## src/rtl/johnson_phase_tracker_if.sv

```systemverilog
// Sample/status bundle between a Johnson counter source and its phase tracker.
// The master drives the code word and controls; the slave returns decoded status.
interface johnson_phase_tracker_if #(
    parameter int size  = 7,
    parameter int CNT_W = 8
);
    localparam int PW = $clog2(2 * (size + 1));

    logic [0:size]      jc_in;
    logic               in_valid;
    logic               clr_err;
    logic [PW-1:0]      phase;
    logic               locked;
    logic               rev_pulse;
    logic [CNT_W-1:0]   rev_cnt;
    logic               err_code;
    logic               err_seq;
    logic               err_sticky;

    modport master (
        output jc_in, in_valid, clr_err,
        input  phase, locked, rev_pulse, rev_cnt,
        input  err_code, err_seq, err_sticky
    );

    modport slave (
        input  jc_in, in_valid, clr_err,
        output phase, locked, rev_pulse, rev_cnt,
        output err_code, err_seq, err_sticky
    );
endinterface

```

## src/rtl/johnson_phase_tracker.sv

```systemverilog
// Decodes a sampled Johnson code word to a phase index, tracks lock on a
// +1 stepping sequence, counts revolutions and flags code/sequence errors.
module johnson_phase_tracker #(
    parameter int size   = 7,
    parameter int LOCK_N = 4,
    parameter int CNT_W  = 8
) (
    input  logic clk,
    input  logic r,
    johnson_phase_tracker_if.slave bus
);
    localparam int N  = size + 1;
    localparam int M  = 2 * N;
    localparam int PW = $clog2(M);
    localparam int OW = $clog2(N + 1);

    typedef enum logic [1:0] {SEARCH, ACQ, LOCKED} state_t;

    state_t             r_state, w_state_nxt;
    logic [3:0]         r_match, w_match_nxt;
    logic [PW-1:0]      r_phase, w_phase_nxt;
    logic [PW-1:0]      w_dec, w_exp;
    logic [OW-1:0]      w_ones;
    logic [size-1:0]    w_diff;
    logic               w_legal, w_inseq, w_wrap;
    logic               w_rev, w_ec, w_es;
    logic               r_rev, r_ec, r_es, r_sticky;
    logic [CNT_W-1:0]   r_rev_cnt;

    // A legal Johnson word has at most one boundary between adjacent bits.
    always_comb begin
        w_diff = '0;
        for (int i = 0; i < size; i++)
            w_diff[i] = bus.jc_in[i] ^ bus.jc_in[i+1];
    end

    assign w_legal = ($countones(w_diff) <= 1);
    assign w_ones  = OW'($countones(bus.jc_in));

    always_comb begin
        w_dec = '0;
        if (bus.jc_in[0])
            w_dec = PW'(w_ones);
        else if (w_ones != '0)
            w_dec = PW'(M - int'(w_ones));
    end

    assign w_exp   = (r_phase == PW'(M - 1)) ? '0 : r_phase + 1'b1;
    assign w_inseq = (w_dec == w_exp);
    assign w_wrap  = (r_phase == PW'(M - 1)) && (w_dec == '0);

    always_comb begin
        w_state_nxt = r_state;
        w_match_nxt = r_match;
        w_phase_nxt = r_phase;
        w_rev       = 1'b0;
        w_ec        = 1'b0;
        w_es        = 1'b0;
        if (bus.in_valid) begin
            if (!w_legal) begin
                w_ec        = 1'b1;
                w_state_nxt = SEARCH;
                w_match_nxt = '0;
            end else begin
                w_phase_nxt = w_dec;
                unique case (r_state)
                    SEARCH: begin
                        w_state_nxt = ACQ;
                        w_match_nxt = 4'd1;
                    end
                    ACQ: begin
                        if (w_inseq) begin
                            w_match_nxt = r_match + 4'd1;
                            if (r_match + 4'd1 == 4'(LOCK_N))
                                w_state_nxt = LOCKED;
                        end else begin
                            w_match_nxt = 4'd1;
                        end
                    end
                    LOCKED: begin
                        if (w_inseq) begin
                            w_rev = w_wrap;
                        end else begin
                            w_es        = 1'b1;
                            w_state_nxt = SEARCH;
                            w_match_nxt = '0;
                        end
                    end
                    default: begin
                        w_state_nxt = SEARCH;
                        w_match_nxt = '0;
                    end
                endcase
            end
        end
    end

    always_ff @(posedge clk) begin
        if (r) begin
            r_state   <= SEARCH;
            r_match   <= '0;
            r_phase   <= '0;
            r_rev     <= 1'b0;
            r_rev_cnt <= '0;
            r_ec      <= 1'b0;
            r_es      <= 1'b0;
            r_sticky  <= 1'b0;
        end else begin
            r_state   <= w_state_nxt;
            r_match   <= w_match_nxt;
            r_phase   <= w_phase_nxt;
            r_rev     <= w_rev;
            r_rev_cnt <= r_rev_cnt + CNT_W'(w_rev);
            r_ec      <= w_ec;
            r_es      <= w_es;
            // A new error beats a clear in the same cycle.
            r_sticky  <= w_ec | w_es | (r_sticky & ~bus.clr_err);
        end
    end

    assign bus.phase      = r_phase;
    assign bus.locked     = (r_state == LOCKED);
    assign bus.rev_pulse  = r_rev;
    assign bus.rev_cnt    = r_rev_cnt;
    assign bus.err_code   = r_ec;
    assign bus.err_seq    = r_es;
    assign bus.err_sticky = r_sticky;
endmodule

```

## src/flat_wrapper.sv

```systemverilog
// flat-port wrapper written by rule: the top's interface ports become plain ports
module johnson_phase_tracker_flat 
#(
    parameter int size   = 7,
    parameter int LOCK_N = 4,
    parameter int CNT_W  = 8
)
  (clk, r, bus_jc_in, bus_in_valid, bus_clr_err, bus_phase, bus_locked, bus_rev_pulse, bus_rev_cnt, bus_err_code, bus_err_seq, bus_err_sticky);
  johnson_phase_tracker_if #(.size(size), .CNT_W(CNT_W)) bus_i ();
  input  logic clk;
  input  logic r;
  input wire logic [$bits(bus_i.jc_in)-1:0] bus_jc_in;
  input wire logic [$bits(bus_i.in_valid)-1:0] bus_in_valid;
  input wire logic [$bits(bus_i.clr_err)-1:0] bus_clr_err;
  output wire logic [$bits(bus_i.phase)-1:0] bus_phase;
  output wire logic [$bits(bus_i.locked)-1:0] bus_locked;
  output wire logic [$bits(bus_i.rev_pulse)-1:0] bus_rev_pulse;
  output wire logic [$bits(bus_i.rev_cnt)-1:0] bus_rev_cnt;
  output wire logic [$bits(bus_i.err_code)-1:0] bus_err_code;
  output wire logic [$bits(bus_i.err_seq)-1:0] bus_err_seq;
  output wire logic [$bits(bus_i.err_sticky)-1:0] bus_err_sticky;
  assign bus_i.jc_in = bus_jc_in;
  assign bus_i.in_valid = bus_in_valid;
  assign bus_i.clr_err = bus_clr_err;
  assign bus_phase = bus_i.phase;
  assign bus_locked = bus_i.locked;
  assign bus_rev_pulse = bus_i.rev_pulse;
  assign bus_rev_cnt = bus_i.rev_cnt;
  assign bus_err_code = bus_i.err_code;
  assign bus_err_seq = bus_i.err_seq;
  assign bus_err_sticky = bus_i.err_sticky;
  johnson_phase_tracker #(.size(size), .LOCK_N(LOCK_N), .CNT_W(CNT_W)) u_core (.clk(clk), .r(r), .bus(bus_i));
endmodule
```

## config.mk

```make
export PLATFORM = sky130hd
export DESIGN_NAME = johnson_phase_tracker_flat
export DESIGN_NICKNAME = d
export VERILOG_FILES = /design/src/rtl/johnson_phase_tracker_if.sv /design/src/rtl/johnson_phase_tracker.sv /design/src/flat_wrapper.sv
export SDC_FILE = /design/constraint.sdc
export NUM_CORES = 1
export LEC_CHECK = 0
export ABC_AREA = 1
export BUFFER_PORTS_ARGS = -buffer_cell sky130_fd_sc_hd__clkbuf_2
export CAP_MARGIN = 25
export CORE_ASPECT_RATIO = 1.2
export CORE_MARGIN = 10
export CORE_UTILIZATION = 50
export DETAILED_ROUTE_END_ITERATION = 10
export PLACE_DENSITY_LB_ADDON = 0.1
export RECOVER_POWER = 50
export SLEW_MARGIN = 20
export SYNTH_ARGS = -nofsm -noshare
export SYNTH_HDL_FRONTEND = slang
export SYNTH_SLANG_ARGS = --single-unit
```

## constraint.sdc

```tcl
create_clock -name clk -period 4.61 [get_ports clk]
set_clock_uncertainty 0.05 [all_clocks]
set_input_delay 0.922 -clock clk [delete_from_list [all_inputs] [get_ports clk]]
set_output_delay 0.922 -clock clk [all_outputs]
set_load 0.03 [all_outputs]
```

# [After elaboration in Yosys (flattened, before gate mapping)]
# Cells that the tools add are included.
[totals] reg_bits=22 latch_bits=0 ramBits=0 rom_bits=0 input_bits=12 out_inout_bits=17 word_cells=74 n_memories=0
[op_classes] add_sub_neg=17 mul=0 n_div=0 magnitude_cmp=1 n_eq_ne=8 shifts=0 mux=22 n_bitwise=11 reduce_logical=7
[op_table] operator="$add 32x32->32" n=2
[op_table] operator="$add 32x1->32" n=1
[op_table] operator="$le 32x2->1 const B" n=1
[op_table] operator="$mux 4" n=6
[op_table] operator="$add 1x1->2" n=7
[op_table] operator="$add 4x4->4" n=3
[op_table] operator="$pmux 4 s3" n=1
[op_table] operator="$mux 1" n=10
[op_table] operator="$ne 3x3->1 const B" n=3
[op_table] operator="$add 4x1->4 const B" n=2
[op_table] operator="$add 8x1->8" n=1
[op_table] operator="$mux 2" n=4
[op_table] operator="$xor 1x1->1" n=7
[op_table] operator="$pmux 2 s3" n=1
[op_table] operator="$eq 4x3->1 const B" n=1
[op_table] operator="$eq 4x4->1" n=1
[op_table] operator="$eq 4x4->1 const B" n=1
[op_table] operator="$logic_not 4->1" n=1
[op_table] operator="$reduce_and 2->1" n=2
[op_table] operator="$reduce_and 4->1" n=1
[op_table] operator="$reduce_bool 4->1" n=1
[op_table] operator="$sub 1x4->4 const A" n=1
[op_table] operator="$eq 2x1->1 const B" n=1
[op_table] operator="$eq 2x2->1 const B" n=1
[op_table] operator="other kinds (5)" n=6

# [Logic depth before layout (Yosys ltp)]
# Gate-level depths: netlist (run 1).
[depth] ltp_word=13 depth_mapped=28 depth_no_buf=28

# [Worst setup path before layout (run 1)]
# Ideal clock, no wire load.
[synth_path] path_kind="input-to-reg" start="input bus_jc_in[4]" end="register u_core.r_rev_cnt[7], in the netlist u_core.bus.rev_cnt[7]" setup_ns=0.115 arrival_ns=4.746 required_time_ns=4.445 setup_slack_ns=-0.300 stages=27 path_buffers=0 cell_sequence="ha_1 inv_1 fa_1 fa_1 inv_1 ha_1 fa_1 inv_1 nand2_1 nand2_1 nand2_1 nand3_1 nand2_1 nand2_1 nor2_8 nand2_4 nor2_1 ha_1 nand2_1 nor2_1 inv_1 nor2_1 nand2_1 nor2_1 nand2_1 xor2_1 nor2_1"
[synth_between] elab_chain_cells=13 word_cells_on_any_way=21 cone_classes="add/sub (8); order compare (1); eq/ne (1); mux (6); bitwise (2); reduce/logical (3)"
[synth_rtl] item="start: declaration" line="flat_wrapper.sv:12" source="input wire logic [$bits(bus_i.jc_in)-1:0] bus_jc_in;"
[synth_rtl] item="branches (longest 10 deep; another with $add 32x32->32)"
[synth_rtl] item="$mux 1 *" line="johnson_phase_tracker.sv:60" source="if (!w_legal) begin"
[synth_rtl] item="$mux 1 *" line="johnson_phase_tracker.sv:59" source="if (bus.in_valid) begin"
[synth_rtl] item="via u_core.w_rev" line="johnson_phase_tracker.sv:26" source="logic w_rev, w_ec, w_es;"
[synth_rtl] item="$add 8x1->8 *" line="johnson_phase_tracker.sv:113" source="r_rev_cnt <= r_rev_cnt + CNT_W'(w_rev);"
[synth_rtl] item="end signal: assignment" line="johnson_phase_tracker.sv:113"
[synth_rtl] item="end: declaration" line="johnson_phase_tracker.sv:28" source="logic [CNT_W-1:0] r_rev_cnt;"
# Mark *: on every way through the listed nets, which the timed path passes.
# A chain may end at the register's enable or synchronous reset.

# [Worst setup path after layout (run 1)]
[layout_path] start="input bus_jc_in[7]" end="register u_core.r_rev_cnt[7], in the netlist u_core.bus.rev_cnt[7]"
# Same word-level chain as after synthesis.

==> metrics.log, run 1 <==
INFO  metric outcome = completed
INFO  metric final.min_clock_period = around 4600 ps
INFO  metric core_region_area = between 3000 and 4000 um^2
INFO  metric hp-class = flop to flop
INFO  metric finalHoldViolations = 0
INFO  metric initial_utilization = about 53%
INFO  metric maxClockFrequency = 218 MHz
INFO  metric worst_setup_end_kind = flop
INFO  metric boundaryPins = 29
INFO  metric grt_antenna_before_repair = 0
INFO  metric vdd.ir_drop.worst = around 0.37 mV
INFO  metric synth_top_flop_cell = sky130_fd_sc_hd__dfxtp_1
INFO  metric yosys.cell_count.top_type = sky130_fd_sc_hd__nand2_1
INFO  metric gp_congestion = 0.798
INFO  metric crit_path_top_delay_cell = sky130_fd_sc_hd__fa_2
INFO  metric maxCapViolCount = 0
INFO  metric cts_max_level = 1
INFO  metric diodes = 0
INFO  metric worst_slack_at_placement = -418 ps
INFO  metric vias = 1526
INFO  metric fraction_of_final_layout_cells_sized_beyond_drive_strength_1 = between 30 and 40%
INFO  metric post-dp-hpwl = 2960 um
INFO  metric cp_data_arrival_time = about 4800 ps
INFO  metric yosysWarnings = 0
INFO  metric worst_slack = around 23 ps
INFO  metric cell_type_contributing_the_most_total_cell_area_after_synthesis = sky130_fd_sc_hd__dfxtp_1
INFO  metric report.final.setup_viol = 0
INFO  metric worstSetupStartpointType = primary input
INFO  metric cts-root-buf = sky130_fd_sc_hd__clkbuf_4
INFO  metric netlist_instances = ~220
INFO  metric leading_post_synthesis_cells_by_instance_count = 47 x sky130_fd_sc_hd__nand2_1, 36 x sky130_fd_sc_hd__inv_1, 28 x sky130_fd_sc_hd__nor2_1, 22 x sky130_fd_sc_hd__dfxtp_1, 16 x sky130_fd_sc_hd__ha_1
INFO  metric design.final.nets = ~310
INFO  metric fillers = about 260
INFO  metric design.die.area = between 6000 and 7000 um^2
INFO  metric postRouteWirelength = roughly 3700 um
INFO  metric wl_per_cell = 11.8 um
INFO  metric cts-buffers-inserted = 3
INFO  metric grt_start_max_net_pins = 14
INFO  metric top_area_cells_in_the_synthesized_netlist = sky130_fd_sc_hd__dfxtp_1 27%, sky130_fd_sc_hd__ha_1 12%, sky130_fd_sc_hd__nand2_1 11%, sky130_fd_sc_hd__fa_1 8.5%, sky130_fd_sc_hd__inv_1 8.2%
INFO  metric cellLeakagePower = about 1.1 nW
INFO  metric vias_per_cell = about 5
INFO  metric finalPower = roughly 910 uW
INFO  metric cts.sink_count = 22
INFO  metric placed_cell_area = around 2000 um^2
INFO  metric synth_async_sr_flop_share = 0%
INFO  metric route.antenna.remaining_nets = 0
INFO  metric rrSetupSlack = 2020 ps
INFO  metric syn-mean-instance-area = 7.43 um^2
INFO  metric timing.final.max_slew_violations = 0
INFO  metric drtIter0Drc = 64
INFO  metric die_h = between 80 and 90 um
INFO  metric finalSetupTns = 0 ps
INFO  metric drc = 0
INFO  metric maximum_number_of_buffers_from_clock_root_to_sink = 2
INFO  metric timing.max_slew.rel_slack = 64.6%
INFO  metric global_route.usage.total = 11.9%
INFO  metric synth_top_area_share = 26.6%
INFO  metric critical_path.max_stage_delay = a little under 600 ps
INFO  metric cts.clk_slew.worst_paths = around 130 ps
INFO  metric synth_enable_flop_cells = 0
INFO  metric mappedNetlistNets = around 260
INFO  metric via_count_of_the_first_global_routing_pass = between 1000 and 1500
INFO  metric critPathTopFamily = adder cells
INFO  metric clock_latency_late_sink = roughly 310 ps
INFO  metric portBuffers = 28
INFO  metric cp_common_cell = sky130_fd_sc_hd__nand2_2
INFO  metric min_period_over_period = approximately 99%
INFO  metric chipWidth = a little over 70 um
INFO  metric tightest_slew = between 500 and 600 ps
INFO  metric cts_tree = built
INFO  metric number_of_distinct_library_cells_after_synthesis = 27
INFO  metric grt_pass1_wl = between 6000 and 7000 um
INFO  metric grt_remaining_overflow = 0
INFO  metric yosysSeqAreaShare = a little over a quarter
INFO  metric critical_path_data_required_time = roughly 4800 ps
INFO  metric stdcell_area = 2230 um^2
INFO  metric ratio_of_total_power_to_cell_area = just over 400 nW/um^2
INFO  metric syn-cell-area = about 1700 um^2
INFO  metric floorplan.rows = 22
INFO  metric critical_path_buf_inv_count = 5
INFO  metric synth-seq-cells = 22
INFO  metric detailedRoute.firstPassIterationCount = 4
INFO  metric postCtsHoldBufs = 0
INFO  metric critPathKind = primary input to flop
INFO  metric timing.critical_path.fanout_max = 3
INFO  metric area_growth = 34.3%
INFO  metric grt_setup_unrepaired = true
==> flip-flops by register name, summed over array words and instances (netlist names) <==
| name | flops |
|---|---|
| u_core.bus.rev_cnt | 8 |
| u_core.bus.phase | 4 |
| u_core.r_match | 4 |
| u_core.r_state | 2 |
| u_core.bus.err_code | 1 |
| u_core.bus.err_seq | 1 |
| u_core.bus.err_sticky | 1 |
| u_core.bus.rev_pulse | 1 |
==> per-stage QoR <==
| stage | hold WS (ps) | instances | utilization, % |
|---|---|---|---|
| 6_report | 460 | 313 | 70.9 |
| 5_1_grt | 475 | 313 | 70.9 |
| 3_3_place_gp | 427 | 305 | 64.9 |
| 2_1_floorplan | 417 | 223 | - |
| 3_5_place_dp | 437 | 305 | 64.9 |
| 4_1_cts | 456 | 310 | 66.9 |
==> placed cells by master, fill, tap and decap left out, types with 7 or more instances in the layout <==
cell type,synthesis,layout
sky130_fd_sc_hd__a21oi_1,8,8
sky130_fd_sc_hd__buf_4,0,23
sky130_fd_sc_hd__clkbuf_1,0,7
sky130_fd_sc_hd__clkbuf_2,0,15
sky130_fd_sc_hd__dfxtp_1,22,22
sky130_fd_sc_hd__ha_1,16,11
sky130_fd_sc_hd__inv_1,36,32
sky130_fd_sc_hd__nand2_1,47,40
sky130_fd_sc_hd__nand2_2,4,11
sky130_fd_sc_hd__nand3_1,13,9
sky130_fd_sc_hd__nor2_1,28,22
sky130_fd_sc_hd__nor2_2,2,7
==> where the power goes <==
| part | switching, mW | internal [mW] | leakage, nW | total [mW] |
|---|---|---|---|---|
| Combinational | 0.301 | 0.214 | 0.859 | 0.515 |
| Sequential | 0.0282 | 0.213 | 0.179 | 0.241 |
| Clock | 0.0618 | 0.0879 | 0.0279 | 0.150 |
==> worst register-to-register path: cells and delay by family (launching register included) <==
| kind | cells | cell delay (ps) |
|---|---|---|
| flip-flops | 1 | 450 |
| XOR/XNOR | 1 | 140 |
| buffers and inverters | 2 | 100 |
| AND/OR/NAND/NOR | 16 | 1410 |
| adder cells (fa/ha/maj) | 2 | 360 |
==> routing by layer <==
metal,part of all wire [%],track usage [%],up-vias
li1,-,-,808
met4,0.98,4.14,0
met1,44,14.3,686
met3,5.5,3.21,4
met2,50,19.5,28
met5,0,0,-
==> repair_timing <==
action | in CTS | in global routing
pin swaps | 2 | 19
endpoints found under the setup margin | 1 | 2
resized for setup | 1 | 40
setup buffers | 1 | 3
==> final cells by class <==
type	count	area (um^2)	share of cell area, %
inverter	38	143	6.41
clock inverter	1	30.0	1.35
sequential	22	440	19.8
timing repair buffer	52	360	16.2
clock buffer	3	22.5	1.01
multi-input combinational	161	1180	53.2
tap	36	45.0	2.02
==> final timing paths <==
kind,cells past startpoint,startpoint,to
min reg2reg,2,u_core.bus.err_sticky$_SDFF_PP0_,u_core.bus.err_sticky$_SDFF_PP0_
min,2,u_core.bus.err_sticky$_SDFF_PP0_,u_core.bus.err_sticky$_SDFF_PP0_
max,28,bus_jc_in[7],u_core.bus.rev_cnt[7]$_SDFF_PP0_
max reg2reg,21,u_core.bus.phase[0]$_SDFFE_PP0P_,u_core.bus.rev_cnt[7]$_SDFF_PP0_
==> cell families after synthesis <==
family | synth area share [%]
XOR/XNOR | 4.23
adder cells (fa/ha/maj) | 20.5
buffers and inverters | 9.58
AO/OA/AOI/OAI | 7.85
AND/OR/NAND/NOR | 31.2
flip-flops | 26.6
Note: power is estimated with default switching activity, not from simulation.
==> run 2, diff against run 1 <==
- MAX_ROUTING_LAYER: not set -> met4
==> run 2 against run 1 <==
Final cell count stayed put; first-iteration DRC count is 4.7% higher; critical path depth stayed put; worst hold slack hardly changed; routed wire length is 0.14% lower; fmax hardly changed; setup slack better by 2.9 ps; die area stayed put; clock power hardly changed; critical endpoint unchanged.
==> metrics.log, run 2 (synthesis results as in run 1) <==
INFO  metric timing.final.max_slew_violations = 0 (unchanged)
INFO  metric maxCapViolCount = 0 (unchanged)
INFO  metric min_period_over_period = 99.4% (about the same)
INFO  metric timing.max_slew.rel_slack = 64.6% (about the same)
INFO  metric post-dp-hpwl = 2960 um (unchanged)
INFO  metric grt_start_max_net_pins = 14 (unchanged)
INFO  metric maxClockFrequency = 218 MHz (about the same)
INFO  metric global_route.usage.total = 12.2% (+0.31 points)
INFO  metric most_used_cells_in_the_layout_excluding_fill_and_tap_cells = 40 x sky130_fd_sc_hd__nand2_1, 32 x sky130_fd_sc_hd__inv_1, 23 x sky130_fd_sc_hd__buf_4, 22 x sky130_fd_sc_hd__nor2_1, 22 x sky130_fd_sc_hd__dfxtp_1
INFO  metric fraction_of_final_layout_cells_sized_beyond_drive_strength_1 = 34.7% (unchanged)
INFO  metric vias = 1523 (-0.20%)
INFO  metric vias_per_cell = 4.87 (-0.20%)
INFO  metric finalPower = 906 uW (about the same)
INFO  metric final_common_cell = sky130_fd_sc_hd__nand2_1
INFO  metric crit_path_top_delay_cell = sky130_fd_sc_hd__fa_2
INFO  metric worstSetupStartpointType = primary input
INFO  metric cts-root-buf = sky130_fd_sc_hd__clkbuf_4
INFO  metric chipWidth = 72.6 um (unchanged)
INFO  metric finalHoldViolations = 0 (unchanged)
INFO  metric grt_setup_unrepaired = true
INFO  metric worst_reg2reg_path_length_in_cells = 21 (unchanged)
INFO  metric holdCritStartpoint = u_core.bus.err_sticky$_SDFF_PP0_
INFO  metric core_region_area = 3140 um^2 (unchanged)
INFO  metric rrSetupSlack = 2020 ps (about the same)
INFO  metric cellLeakagePower = 1.07 nW (unchanged)
INFO  metric via_count_of_the_first_global_routing_pass = 1435 (-0.21%)
INFO  metric drc = 0 (unchanged)
INFO  metric postCtsHoldBufs = 0 (unchanged)
INFO  metric detailedRoute.firstPassIterationCount = 4 (unchanged)
INFO  metric boundaryPins = 29 (unchanged)
INFO  metric cp_common_cell = sky130_fd_sc_hd__nand2_2
INFO  metric diodes = 0 (unchanged)
INFO  metric route.antenna.remaining_nets = 0 (unchanged)
INFO  metric floorplan.rows = 22 (unchanged)
INFO  metric final.min_clock_period = 4580 ps (-2.88 ps)
INFO  metric cts.clk_slew.worst_paths = 130 ps (about the same)
INFO  metric portBuffers = 28 (unchanged)
INFO  metric vdd.ir_drop.worst = 0.374 mV (about the same)
INFO  metric timing.critical_path.fanout_max = 3 (unchanged)
INFO  metric critical_path_data_required_time = 4770 ps (about the same)
INFO  metric postRouteWirelength = 3680 um (-0.14%)
INFO  metric cp_data_arrival_time = 4750 ps (about the same)
INFO  metric die_h = 83.1 um (unchanged)
INFO  metric drtIter0Drc = 67 (+4.7%)
INFO  metric stdcell_area = 2230 um^2 (unchanged)
INFO  metric cts_tree = built
INFO  metric gp_congestion = 0.810 (+1.4%)
INFO  metric design.final.nets = 313 (unchanged)
INFO  metric timing.critical_path.from = bus_jc_in[7]
INFO  metric outcome = completed
INFO  metric design.die.area = 6030 um^2 (unchanged)
INFO  metric grt_antenna_before_repair = 0 (unchanged)
INFO  metric ratio_of_total_power_to_cell_area = 407 nW/um^2 (about the same)
INFO  metric r2r-end = u_core.bus.rev_cnt[7]$_SDFF_PP0_
INFO  metric report.final.setup_viol = 0 (unchanged)
INFO  metric placed_cell_area = 2040 um^2 (unchanged)
INFO  metric cts.sink_count = 22 (unchanged)
INFO  metric worstHoldPathCells = 2 (unchanged)
INFO  metric grt_pass1_wl = 6190 um (+0.11%)
INFO  metric initial_utilization = 52.8% (unchanged)
INFO  metric tightest_slew = 528 ps (-0.181 ps)
INFO  metric cts_max_level = 1 (unchanged)
INFO  metric largest_register_ff_count = 8 (unchanged)
INFO  metric fillers = 262 (unchanged)
INFO  metric holdWs = 460 ps (+0.105 ps)
INFO  metric maximum_number_of_buffers_from_clock_root_to_sink = 2 (unchanged)
INFO  metric area_growth = 34.3% (unchanged)
INFO  metric hp-class = flop to flop
INFO  metric critical_path.max_stage_delay = 580 ps (about the same)
INFO  metric whs_endpoint = u_core.bus.err_sticky$_SDFF_PP0_
INFO  metric cts-buffers-inserted = 3 (unchanged)
INFO  metric wl_per_cell = 11.8 um (-0.14%)
INFO  metric critPathKind = primary input to flop
INFO  metric grt_remaining_overflow = 0 (unchanged)
INFO  metric worst_setup_end_kind = flop
INFO  metric worst_r2r_startpoint = u_core.bus.phase[0]$_SDFFE_PP0P_
INFO  metric clock_latency_late_sink = 310 ps (about the same)
==> run 2: cell counts in the layout (fill, tap and decap cells not counted) <==
Identical to the previous run, type by type.
==> run 2: power by group <==
group / switching, mW / internal, mW / total, mW
Sequential: 0.0281 / 0.213 / 0.241
Combinational: 0.301 / 0.214 / 0.515
Clock: 0.0621 / 0.0879 / 0.150
==> run 2: per-layer routing <==
| metal | global-route usage [%] | vias to the layer above | wire length [um] |
|---|---|---|---|
| li1 | - | 808 | - |
| met1 | 14.6 | 683 | 1650 |
| met2 | 19.5 | 28 | 1800 |
| met3 | 2.74 | 4 | 176 |
| met4 | 4.14 | 0 | 46 |
| met5 | - | - | 0 |
==> run 2: stage by stage <==
step | std cells | setup WS [ps] | utilization [%] | TNS (ps)
floorplan | 223 | -199 | - | -315
finish | 313 | 26.3 | 70.9 | 0
global route | 313 | -171 | 70.9 | -261
CTS | 310 | 16.2 | 66.9 | 0
detailed placement | 305 | -418 | 64.9 | -913
global placement | 305 | -328 | 64.9 | -594
==> run 2: repair_timing <==
action / in CTS / in global routing
endpoints found under the hold margin: 0 / 0
gates resized for setup: 1 / 40
endpoints found under the setup margin: 1 / 2
pin swaps: 2 / 19
buffers inserted: 1 / 3
==> run 2: area by class of cell <==
| class | count | area [um^2] | share of cell area [%] |
|---|---|---|---|
| Timing Repair Buffer | 52 | 360 | 16.2 |
| Clock inverter | 1 | 30.0 | 1.35 |
| Inverter | 38 | 143 | 6.41 |
| Multi-Input combinational cell | 161 | 1180 | 53.2 |
| Clock buffer | 3 | 22.5 | 1.01 |
| Sequential cell | 22 | 440 | 19.8 |
| Tap cell | 36 | 45.0 | 2.02 |
==> run 2: worst max-delay path, delay by kind of cell <==
| family | cells | cell delay [ps] |
|---|---|---|
| and+or+nand+nor | 16 | 1400 |
| buffers and inverters | 5 | 330 |
| adders and majority gates | 6 | 1980 |
| xor gates and xnor gates | 1 | 130 |
==> run 2: how the worst max path moves through the flow <==
stage,end,slack [ps],cells after the start
2_1_floorplan,u_core.bus.rev_cnt[7]$_SDFF_PP0_,-200,27
3_3_place_gp,u_core.bus.rev_cnt[7]$_SDFF_PP0_,-330,28
3_5_place_dp,u_core.bus.rev_cnt[7]$_SDFF_PP0_,-420,28
4_1_cts,u_core.bus.rev_cnt[7]$_SDFF_PP0_,20,28
5_1_grt,u_core.bus.rev_cnt[7]$_SDFF_PP0_,-170,28
6_report,u_core.bus.rev_cnt[7]$_SDFF_PP0_,30,28
==> run 3, diff against run 2 <==
- ABC_AREA: 1 -> not set
- CORE_UTILIZATION: 50 -> 51
==> run 3 against run 2 <==
The flow now finishes with violations (setup timing); synthesized cell count down 9.9%; register-to-register slack worse by 360 ps; sequential power about the same; die area up 2.9%; critical path depth down 10; count of clock-buffer cells in the layout unchanged; largest cell class unchanged; clock power up 20%; critical path type unchanged; critical endpoint unchanged; utilization down 2.3 points; highest routed layer unchanged; flip-flop and latch count unchanged; final cell count down 7.0%; first-iteration DRC count down 25%; largest power group unchanged.
==> metrics.log, run 3 <==
INFO  metric outcome = complete, but fails checks
INFO  metric violations = setup timing
INFO  metric area_growth = 30.3%
INFO  metric cts.clk_slew.worst_paths = 80 ps (-50 ps)
INFO  metric grt_pass1_wl = 7200 um (+16%)
INFO  metric chipWidth = 73.6 um (+1.4%)
INFO  metric finalHoldViolations = 0 (unchanged)
INFO  metric holdWs = 438 ps (-22.8 ps)
INFO  metric cts_tree = built
INFO  metric stdcell_area = 2290 um^2 (+2.9%)
INFO  metric cts-buffers-inserted = 3 (unchanged)
INFO  metric netlist_instances = 201 (-9.9%)
INFO  metric diodes = 0 (unchanged)
INFO  metric ratio_of_total_power_to_cell_area = 414 nW/um^2 (+1.6%)
INFO  metric vias_per_cell = 5.52 (+13%)
INFO  metric worst_r2r_startpoint = u_core.bus.phase[0]$_SDFFE_PP0P_
INFO  metric vdd.ir_drop.worst = 0.284 mV (-24%)
INFO  metric initial_utilization = 52.7% (-0.17 points)
INFO  metric fraction_of_final_layout_cells_sized_beyond_drive_strength_1 = 29.5% (-5.1 points)
INFO  metric postCtsHoldBufs = 0 (unchanged)
INFO  metric critical_path_data_required_time = 4700 ps (-70 ps)
INFO  metric gp_congestion = 0.881 (+8.8%)
INFO  metric grt_antenna_before_repair = 0 (unchanged)
INFO  metric synth_top_area_share = 25.1% (-1.5 points)
INFO  metric hp-class = flop to flop
INFO  metric design.final.nets = 290 (-7.3%)
INFO  metric global_route.usage.total = 14.3% (+2.0 points)
INFO  metric boundaryPins = 29 (unchanged)
INFO  metric placed_cells = 285 (-6.6%)
INFO  metric cts.sink_count = 22 (unchanged)
INFO  metric timing.critical_path.fanout_max = 2 (-1)
INFO  metric synth_async_sr_flop_share = 0% (unchanged)
INFO  metric wl_per_cell = 14.5 um (+23%)
INFO  metric r2r-end = u_core.bus.rev_cnt[7]$_SDFF_PP0_
INFO  metric synth_top_flop_cell = sky130_fd_sc_hd__dfxtp_1
INFO  metric grt_start_max_net_pins = 26 (+12)
INFO  metric syn-mean-instance-area = 8.75 um^2 (+18%)
INFO  metric number_of_distinct_library_cells_after_synthesis = 53 (+96%)
INFO  metric final_common_cell = sky130_fd_sc_hd__buf_4
INFO  metric fin_util = 68.6% (-2.3 points)
INFO  metric portBuffers = 28 (unchanged)
INFO  metric worst_reg2reg_path_length_in_cells = 11 (-48%)
INFO  metric design.die.area = 6210 um^2 (+2.9%)
INFO  metric yosysWarnings = 0 (unchanged)
INFO  metric whs_endpoint = u_core.bus.err_sticky$_SDFF_PP0_
INFO  metric timing.max_slew.rel_slack = 68.4% (+3.8 points)
INFO  metric synth-seq-cells = 22 (unchanged)
INFO  metric post-dp-hpwl = 3430 um (+16%)
INFO  metric cellLeakagePower = 0.956 nW (-10%)
INFO  metric detailedRoute.firstPassIterationCount = 4 (unchanged)
INFO  metric most_used_cells_in_the_layout_excluding_fill_and_tap_cells = 29 x sky130_fd_sc_hd__buf_4, 22 x sky130_fd_sc_hd__dfxtp_1, 18 x sky130_fd_sc_hd__nor2_1, 15 x sky130_fd_sc_hd__inv_1, 14 x sky130_fd_sc_hd__clkbuf_1
INFO  metric final.min_clock_period = 4780 ps (+197 ps)
INFO  metric yosysSeqAreaShare = 25.1% (-1.5 points)
INFO  metric route.antenna.remaining_nets = 0 (unchanged)
INFO  metric mappedNetlistNets = 236 (-8.5%)
INFO  metric critPathKind = primary input to flop
INFO  metric min_period_over_period = 104% (+4.3 points)
INFO  metric holdCritStartpoint = u_core.bus.err_sticky$_SDFF_PP0_
INFO  metric via_count_of_the_first_global_routing_pass = 1685 (+17%)
INFO  metric cp_data_arrival_time = 4880 ps (+130 ps)
INFO  metric top_area_cells_in_the_synthesized_netlist = sky130_fd_sc_hd__dfxtp_1 25%, sky130_fd_sc_hd__ha_1 11%, sky130_fd_sc_hd__fa_1 8.0%, sky130_fd_sc_hd__nor2_1 4.5%, sky130_fd_sc_hd__inv_1 4.3%
INFO  metric grt_setup_unrepaired = true
INFO  metric timing.final.max_slew_violations = 0 (unchanged)
INFO  metric cts_max_level = 1 (unchanged)
INFO  metric maxCapViolCount = 0 (unchanged)
INFO  metric worstHoldPathCells = 2 (unchanged)
INFO  metric grt_remaining_overflow = 0 (unchanged)
INFO  metric drtIter0Drc = 50 (-25%)
INFO  metric drc = 0 (unchanged)
INFO  metric die_h = 84.3 um (+1.5%)
INFO  metric synth_enable_flop_cells = 0 (unchanged)
INFO  metric yosys.cell_count.top_type = sky130_fd_sc_hd__dfxtp_1
INFO  metric cell_type_contributing_the_most_total_cell_area_after_synthesis = sky130_fd_sc_hd__dfxtp_1
INFO  metric worst_setup_end_kind = flop
INFO  metric postRouteWirelength = 4220 um (+15%)
INFO  metric leading_post_synthesis_cells_by_instance_count = 22 x sky130_fd_sc_hd__dfxtp_1, 21 x sky130_fd_sc_hd__nor2_1, 20 x sky130_fd_sc_hd__inv_1, 16 x sky130_fd_sc_hd__ha_1, 13 x sky130_fd_sc_hd__nand2_1
INFO  metric maxClockFrequency = 209 MHz (-4.1%)
INFO  metric placed_cell_area = 2150 um^2 (+5.5%)
INFO  metric cp_cell_sequence = buf_8 -> ha_4 -> fa_2 -> inv_2 -> fa_1 -> inv_1 -> ha_2 -> fa_2 -> or4b_4 -> and3_4 -> or4_4 -> a2111oi_4 -> ha_2 -> nand2_2 -> nor2_4 -> nand2_1 -> xor2_1 -> nor2_1
INFO  metric core_region_area = 3340 um^2 (+6.4%)
INFO  metric crit_path_top_delay_cell = sky130_fd_sc_hd__or4b_4
INFO  metric largest_register_ff_count = 8 (unchanged)
INFO  metric maximum_number_of_buffers_from_clock_root_to_sink = 2 (unchanged)
INFO  metric cts-root-buf = sky130_fd_sc_hd__clkbuf_8
INFO  metric worstSetupStartpointType = primary input
INFO  metric vias = 1606 (+5.4%)
INFO  metric tightest_slew = 474 ps (-54.8 ps)
INFO  metric instances_no_fill = 291 (-7.0%)
INFO  metric critical_path.max_stage_delay = 500 ps (-80 ps)
INFO  metric clock_latency_late_sink = 260 ps (-50 ps)
INFO  metric floorplan.rows = 23 (+4.5%)
INFO  metric worst_slack_at_placement = -619 ps (-201 ps)
INFO  metric rrSetupSlack = 1660 ps (-360 ps)
INFO  metric worst_slack = -170 ps (-197 ps)
INFO  metric syn-cell-area = 1760 um^2 (+6.0%)
INFO  metric report.final.setup_viol = 7 (+7)
-- run 3: cell count changes after synthesis, sizes merged, moves of 4 or more --
cell	previous run	this run
o31ai	0	4
a21oi	12	8
nor2	31	21
nand3	14	5
nand2	54	13
nor2b	0	4
clkbuf	0	6
inv	38	20
-- run 3: worst max path at each step --
stage	from	endpoint	slack (ps)	depth (start not counted)
finish	bus_jc_in[6]	u_core.bus.rev_cnt[7]$_SDFF_PP0_	-170	18
global route	bus_jc_in[6]	u_core.bus.rev_cnt[7]$_SDFF_PP0_	-360	18
CTS	bus_jc_in[6]	u_core.bus.rev_cnt[7]$_SDFF_PP0_	-280	18
detailed placement	bus_jc_in[6]	u_core.bus.rev_cnt[7]$_SDFF_PP0_	-620	18
global placement	bus_jc_in[6]	u_core.bus.rev_cnt[7]$_SDFF_PP0_	-520	18
floorplan	bus_jc_in[6]	u_core.bus.rev_cnt[7]$_SDFF_PP0_	-520	18
-- run 3: layer usage --
| metal | up-vias | GRT usage, % | wire, um |
|---|---|---|---|
| met2 | 27 | 25.5 | 2260 |
| met5 | - | - | 0 |
| met3 | 7 | 2.24 | 129 |
| met4 | 0 | 4.58 | 68 |
| met1 | 754 | 15.2 | 1760 |
| li1 | 818 | - | - |
-- run 3: kinds of logic (layout without fill, tap and decap cells) --
kind of cell / after synthesis / count (layout) / share of synthesized area (%)
AND/OR/NAND/NOR: 70 / 70 / 21.6
XOR/XNOR: 15 / 15 / 8.26
AO/OA/AOI/OAI: 41 / 41 / 17.9
adder cells (fa/ha/maj): 23 / 23 / 19.4
flip-flops: 22 / 22 / 25.1
multiplexers: 2 / 2 / 1.14
buffers and inverters: 28 / 81 / 6.69
-- run 3: final cells by class --
cell class | count | area (um^2)
Clock inverter | 1 | 30.0
Multi-Input combinational cell | 151 | 1270
Timing Repair Buffer | 57 | 383
Sequential cell | 22 | 440
Tap cell | 37 | 46.3
Inverter | 20 | 75.1
Fill cell | 289 | 1050
Clock buffer | 3 | 41.3
-- run 3: per-stage QoR --
| step | total power [mW] | setup TNS, ps |
|---|---|---|
| 2_1_floorplan | 0.571 | -2680 |
| 3_3_place_gp | 0.746 | -4390 |
| 3_5_place_dp | 0.763 | -5180 |
| 4_1_cts | 0.953 | -1470 |
| 5_1_grt | 1.02 | -2130 |
| 6_report | 0.948 | -769 |
-- run 3: worst max-delay path, delay by kind of cell --
family | cells | cell delay (ps)
buf+inv | 3 | 230
compound gates | 1 | 230
simple gates | 7 | 1450
xor+xnor | 1 | 140
fa+ha+maj | 6 | 1880
-- run 3: power by group --
part,internal [mW],total (mW),switching [mW]
logic,0.257,0.529,0.272
clock network,0.116,0.180,0.0642
registers,0.210,0.239,0.0283
total,0.583,0.948,0.364
-- run 3: what timing repair did --
item | in CTS | in global routing
buffers inserted | 2 | 1
pin swaps | 10 | 6
resized for setup | 11 | 13
setup endpoints to repair | 9 | 9
